===== src/rtl/cacheline_plru_update.sv =====
// Per-set 8-way tree-PLRU state storage with lookup, touch update and flush sweep.
module cacheline_plru_update #(
  parameter int unsigned SET_NUM   = 64,
  parameter int unsigned SET_IDX_W = $clog2(SET_NUM)
) (
  input  logic                 clk_i,
  input  logic                 rst_i,
  input  logic                 rd_vld_i,
  input  logic [SET_IDX_W-1:0] rd_set_i,
  output logic                 rd_state_vld_o,
  output logic [6:0]           rd_state_o,
  input  logic                 touch_vld_i,
  input  logic [SET_IDX_W-1:0] touch_set_i,
  input  logic [2:0]           touch_way_i,
  input  logic                 flush_i,
  output logic                 busy_o
);

  localparam int unsigned NODE_W = 7;

  typedef enum logic {
    IDLE  = 1'b0,
    SWEEP = 1'b1
  } flush_state_e;

  flush_state_e         state_q;
  logic [SET_IDX_W-1:0] cnt_q;
  logic [NODE_W-1:0]    plru_mem [SET_NUM];

  logic [NODE_W-1:0]    touch_cur;
  logic [NODE_W-1:0]    touch_nxt;
  logic                 touch_acc;
  logic                 rd_acc;
  logic                 rd_bypass;

  // Rewrite the tree so every node on the touched way's path points away from it.
  function automatic logic [NODE_W-1:0] plru_touch(input logic [NODE_W-1:0] cur,
                                                   input logic [2:0]        way);
    logic [NODE_W-1:0] nxt;
    nxt    = cur;
    nxt[6] = ~way[2];
    if (way[2]) begin
      nxt[5] = ~way[1];
      if (way[1]) nxt[3] = ~way[0];
      else        nxt[2] = ~way[0];
    end else begin
      nxt[4] = ~way[1];
      if (way[1]) nxt[1] = ~way[0];
      else        nxt[0] = ~way[0];
    end
    return nxt;
  endfunction

  // Accept/bypass decode; a flush request in IDLE wins over a same-cycle touch.
  always_comb begin
    touch_cur = plru_mem[touch_set_i];
    touch_nxt = plru_touch(touch_cur, touch_way_i);
    touch_acc = touch_vld_i & (state_q == IDLE) & ~flush_i;
    rd_acc    = rd_vld_i & (state_q == IDLE);
    rd_bypass = touch_acc & (rd_set_i == touch_set_i);
  end

  // State array, lookup pipeline and flush sweep FSM.
  always_ff @(posedge clk_i or posedge rst_i) begin
    if (rst_i) begin
      for (int unsigned i = 0; i < SET_NUM; i++) begin
        plru_mem[i] <= '0;
      end
      state_q        <= IDLE;
      cnt_q          <= '0;
      busy_o         <= 1'b0;
      rd_state_vld_o <= 1'b0;
      rd_state_o     <= '0;
    end else begin
      rd_state_vld_o <= rd_acc;
      if (rd_acc) begin
        rd_state_o <= rd_bypass ? touch_nxt : plru_mem[rd_set_i];
      end
      if (touch_acc) begin
        plru_mem[touch_set_i] <= touch_nxt;
      end
      case (state_q)
        IDLE: begin
          if (flush_i) begin
            state_q <= SWEEP;
            busy_o  <= 1'b1;
            cnt_q   <= '0;
          end
        end
        SWEEP: begin
          plru_mem[cnt_q] <= '0;
          if (flush_i) begin
            cnt_q <= '0;
          end else if (cnt_q == SET_IDX_W'(SET_NUM - 1)) begin
            state_q <= IDLE;
            busy_o  <= 1'b0;
            cnt_q   <= '0;
          end else begin
            cnt_q <= cnt_q + SET_IDX_W'(1);
          end
        end
        default: begin
          state_q <= IDLE;
          busy_o  <= 1'b0;
          cnt_q   <= '0;
        end
      endcase
    end
  end

endmodule


===== config.mk =====
export PLATFORM = sky130hd
export DESIGN_NAME = cacheline_plru_update
export DESIGN_NICKNAME = d
export VERILOG_FILES = /design/src/rtl/cacheline_plru_update.sv
export SDC_FILE = /design/constraint.sdc
export NUM_CORES = 1
export LEC_CHECK = 0
export ABC_AREA = 1
export CAP_MARGIN = 20
export CORE_MARGIN = 2
export CORE_UTILIZATION = 58
export CTS_CLUSTER_SIZE = 20
export DETAILED_ROUTE_END_ITERATION = 8
export PLACE_DENSITY = 0.77
export REMOVE_ABC_BUFFERS = 1
export SYNTH_ARGS = -nofsm -noshare
export SYNTH_HDL_FRONTEND = slang
export SYNTH_SLANG_ARGS = --single-unit

===== constraint.sdc =====
create_clock -name clk_i -period 14.5 [get_ports clk_i]
set_input_delay 2.175 -clock clk_i [delete_from_list [all_inputs] [get_ports clk_i]]
set_output_delay 2.175 -clock clk_i [all_outputs]
set_load 0.005 [all_outputs]

==> results summary <==
The count of instances resized after the clock tree is built came out at 0. The worst hold path depth came out at 2. The remaining design rule violation count is 0.

The detailed router's first-iteration violation count is 4306. The final number of hold-violating endpoints came to 0. The kind of path behind the tightest hold check is reg2reg. The worst flop-to-flop path endpoint is plru_mem[412]. The biggest fanout along the worst timing path is 33.

The count of nets left with antenna violations once routing finished came out at 0. The normalized max-slew margin is 0.2579. The peak per-stage delay on the critical path came out at 0.68 ns.

The number of rows created at floorplan came out at about 80. The highest clock frequency the design can meet came out at 168.2 MHz. At the end of the flow the core is filled with cells to 0.6160. The share of synthesized area in the top cell type comes to 0.4305. The leading cell type by number of instances after synthesis is nand2_1. The per-instance average area after synthesis came out at 6.955 sq um.

The worst hold path terminates at rd_state_o[2]. The final period demand of the worst path is between 5 and 6 ns. The worst setup skew after layout came out at roughly 0.024 ns. The sum of buffers and inverters on the critical path is 4. In the synthesized netlist the async set-or-reset flop fraction comes to 1.000.

The synthesis warning total came out at 0. The first global-routing pass estimated 151600 um of wire. The synthesized netlist contains 30 unique library cells.

The slew of the pin with the lowest slew margin came out at 1.109 ns. STA classifies the critical path endpoint as a flip-flop. The most used flip-flop cell after synthesis is dfrtp_1. The average via count per standard cell came out at 6.374. The final-report max-slew violation count is 0. Setup repair after global routing left no endpoint under its margin. The flow ran to the end, and the final reports show no timing, DRC or antenna violations. The number of buffers inserted by port buffering is 28. The worst hold path begins at rd_state_o[2]. The synthesized design contains 464 register bits. The HPWL after detailed placement came out at just over 60000 um. The worst endpoint data arrival time came out at 6.45 ns.

In this run the power density over the cells is ~100 nW/um^2. By area the synthesized netlist is led by dfrtp_1 (43%), nand2_1 (15%), o21ai_0 (9.6%). Setup violations remaining at the end of the flow were counted as 0. The die footprint came out at 48240 sq um.

The via count of the first global-routing pass came to between 20000 and 30000. The slowest stage of the critical path is the nand2_2 cell. In the synthesized netlist, the cells that appear most often are nand2_1 (1108), o21ai_0 (515), a21oi_1 (475). No sink is reached through more buffers than the 3 on the longest clock path. The CTS buffer count is 50.

The die width is roughly 220 um. For the worst flop-to-flop path, the logic depth is 7. The final cell count without fillers is 4357. The worst setup timing slack at the placement stage is 8.296 ns. The total setup buffers inserted after CTS came out at 0. For this run, the total global-route usage over all layers was measured as 0.4099. The overflow left after global routing came out at 0. Entering global routing, the biggest net connects 122 pins.

The kind of cell with the highest combined delay along the critical path is simple AND/OR/NAND/NOR gates. The detailed-routing iteration count for the pre-antenna-repair pass is 9. The area of the mapped netlist came out at 26970 sq um. Clock tree synthesis selected as its root buffer the cell clkbuf_16.

TritonCTS built the clock tree. The startpoint-to-endpoint class of the critical path is in2reg. The initial standard-cell utilization of the core came out at 0.5830.

The number of buffers inserted for hold repair after clock tree synthesis is 0. The post-synthesis cell type with the largest combined area is dfrtp_1. The leakage power figure is ~14 nW. The reg-to-reg critical path startpoint is state_q. The number of antenna diodes in the final layout is 0. The number of H-tree branching levels came out at 2. The core footprint came out at 46260 sq um. The area growth from synthesis to layout is 5.664%.

The tool flagged a number of max-cap violations equal to 0. The share of the Yosys chip area taken by registers is 0.4305. Including well taps, the total number of placed cells is about 4300.

STA puts the critical path data required time at 15.01 ns. The setup TNS after final layout came out at 0 ns. After detailed routing, the average wire length per cell comes to 22.57 um. The number of antenna violations at the first check in global routing is 3.

For flop-to-flop paths, the worst setup slack is 11.04 ns. The startpoint class of the critical path is an input port. The gate count after technology mapping is a little under 4000.

The number of primary I/O pins came out at 29. The total wire length is 98360 um. The fraction of final layout cells with drive strength greater than 1 came out at 0.04827. The vertical extent of the die came out at 219.6 um. The clock network latency to the later pin of the worst-skew pair is 0.62 ns. IR analysis of the VDD net gives a maximum drop of between 80 and 90 uV. Detailed routing inserted a total of 27770 vias. The number of nets in the finished design is 3738. The most numerous cell type found on the critical path is nand2_1. Clock tree synthesis found a total of 464 sinks. The critical path goes through clkdlybuf4s50_1 > buf_4 > nand2_1 > buf_4 > nor2_1 > nand2_1 > nand2_1 > o21ai_0 > nand2_1 > nor2_1 > nand3_1 > nand2_2 > buf_4 > nand2_1 > nand3_1 > nand2_1. Clock-pin slew was measured on the worst setup and hold paths at 0.06 ns. The worst path setup slack after routing came out at between 8 and 9 ns. The final weighted congestion of routability-driven global placement is 1.055. The share of the cycle needed by the critical path after routing is 0.4100. The number of enable-type register cells in the synthesized netlist is 0.
==> per-layer routing <==
layer | vias up | routed length (um) | track usage
li1 | 12520 | - | -
met1 | 12920 | 38010 | 0.5534
met2 | 1945 | 41800 | 0.5945
met3 | 373 | 12910 | 0.1222
met4 | 8 | 5588 | 0.2172
met5 | - | 45 | 0
==> stage by stage <==
stage	hold slack (ns)	cell area, sq um	total power, mW
after floorplan	0.4726	25590	1.465
after global routing	0.5106	28500	2.932
after detailed placement	0.4664	26920	1.611
after global placement	0.4640	26920	1.610
after CTS	0.4823	28480	2.848
final	0.4806	28500	2.862
==> worst min-delay path, stage by stage (launching register included) <==
cell     delay [ns]
dfrtp_1        0.34
nand2_1        0.06
nand2_1        0.05
==> layout make-up <==
class,instances,area (sq um)
tap,607,759.5
multi-input combinational,2918,13190
fill,4317,17760
clock buffer,67,1395
sequential,464,11610
inverter,220,842.1
clock inverter,18,163.9
timing repair buffer,63,539.3
==> cell usage in the layout, fill, tap and decap left out, drive strengths merged <==
| master | n |
|---|---|
| a21oi | 475 |
| a31oi | 2 |
| clkdlybuf4s50 | 22 |
| nor2 | 256 |
| xnor2 | 4 |
| nand4 | 3 |
| clkbuf | 69 |
| o22ai | 2 |
| inv | 219 |
| o211a | 2 |
| bufinv | 2 |
| clkinv | 15 |
| o21ai | 538 |
| xor2 | 3 |
| ha | 1 |
| o211ai | 24 |
| nor3 | 16 |
| buf | 39 |
| nand2 | 1108 |
| or2 | 37 |
| nand3 | 433 |
| clkinvlp | 2 |
| dfrtp | 464 |
| a221oi | 14 |
==> cell families after synthesis <==
group / after synthesis / share of synthesized area
xor gates and xnor gates: 7 / 0.002273
adders and majority gates: 1 / 0.0004639
DFF: 464 / 0.4305
buffers and inverters: 496 / 0.08174
and+or+nand+nor: 1853 / 0.2841
AOI/OAI and AO/OA: 1057 / 0.2009
==> worst max path at each step <==
stage                         end      startpoint  slack [ns]  cells after the start
floorplan                  busy_o           rst_i       -0.61                      1
global placement    rd_state_o[3]  touch_set_i[0]        8.24                     15
detailed placement  rd_state_o[3]  touch_set_i[0]        8.30                     15
CTS                 rd_state_o[3]  touch_set_i[0]        8.90                     15
global route        rd_state_o[3]  touch_set_i[0]        8.41                     15
finish              rd_state_o[3]  touch_set_i[2]        8.55                     16
==> flip-flops by register name (all words and copies together) (netlist names) <==
signal          cells
busy_o              1
cnt_q               6
rd_state_vld_o      1
plru_mem          448
rd_state_o          7
state_q             1
==> report_power, final <==
part | internal (mW) | switching [mW]
Sequential | 1.30 | 0.00129
Clock | 0.708 | 0.554
Combinational | 0.0570 | 0.246
Power figures use the tool's default switching activity.
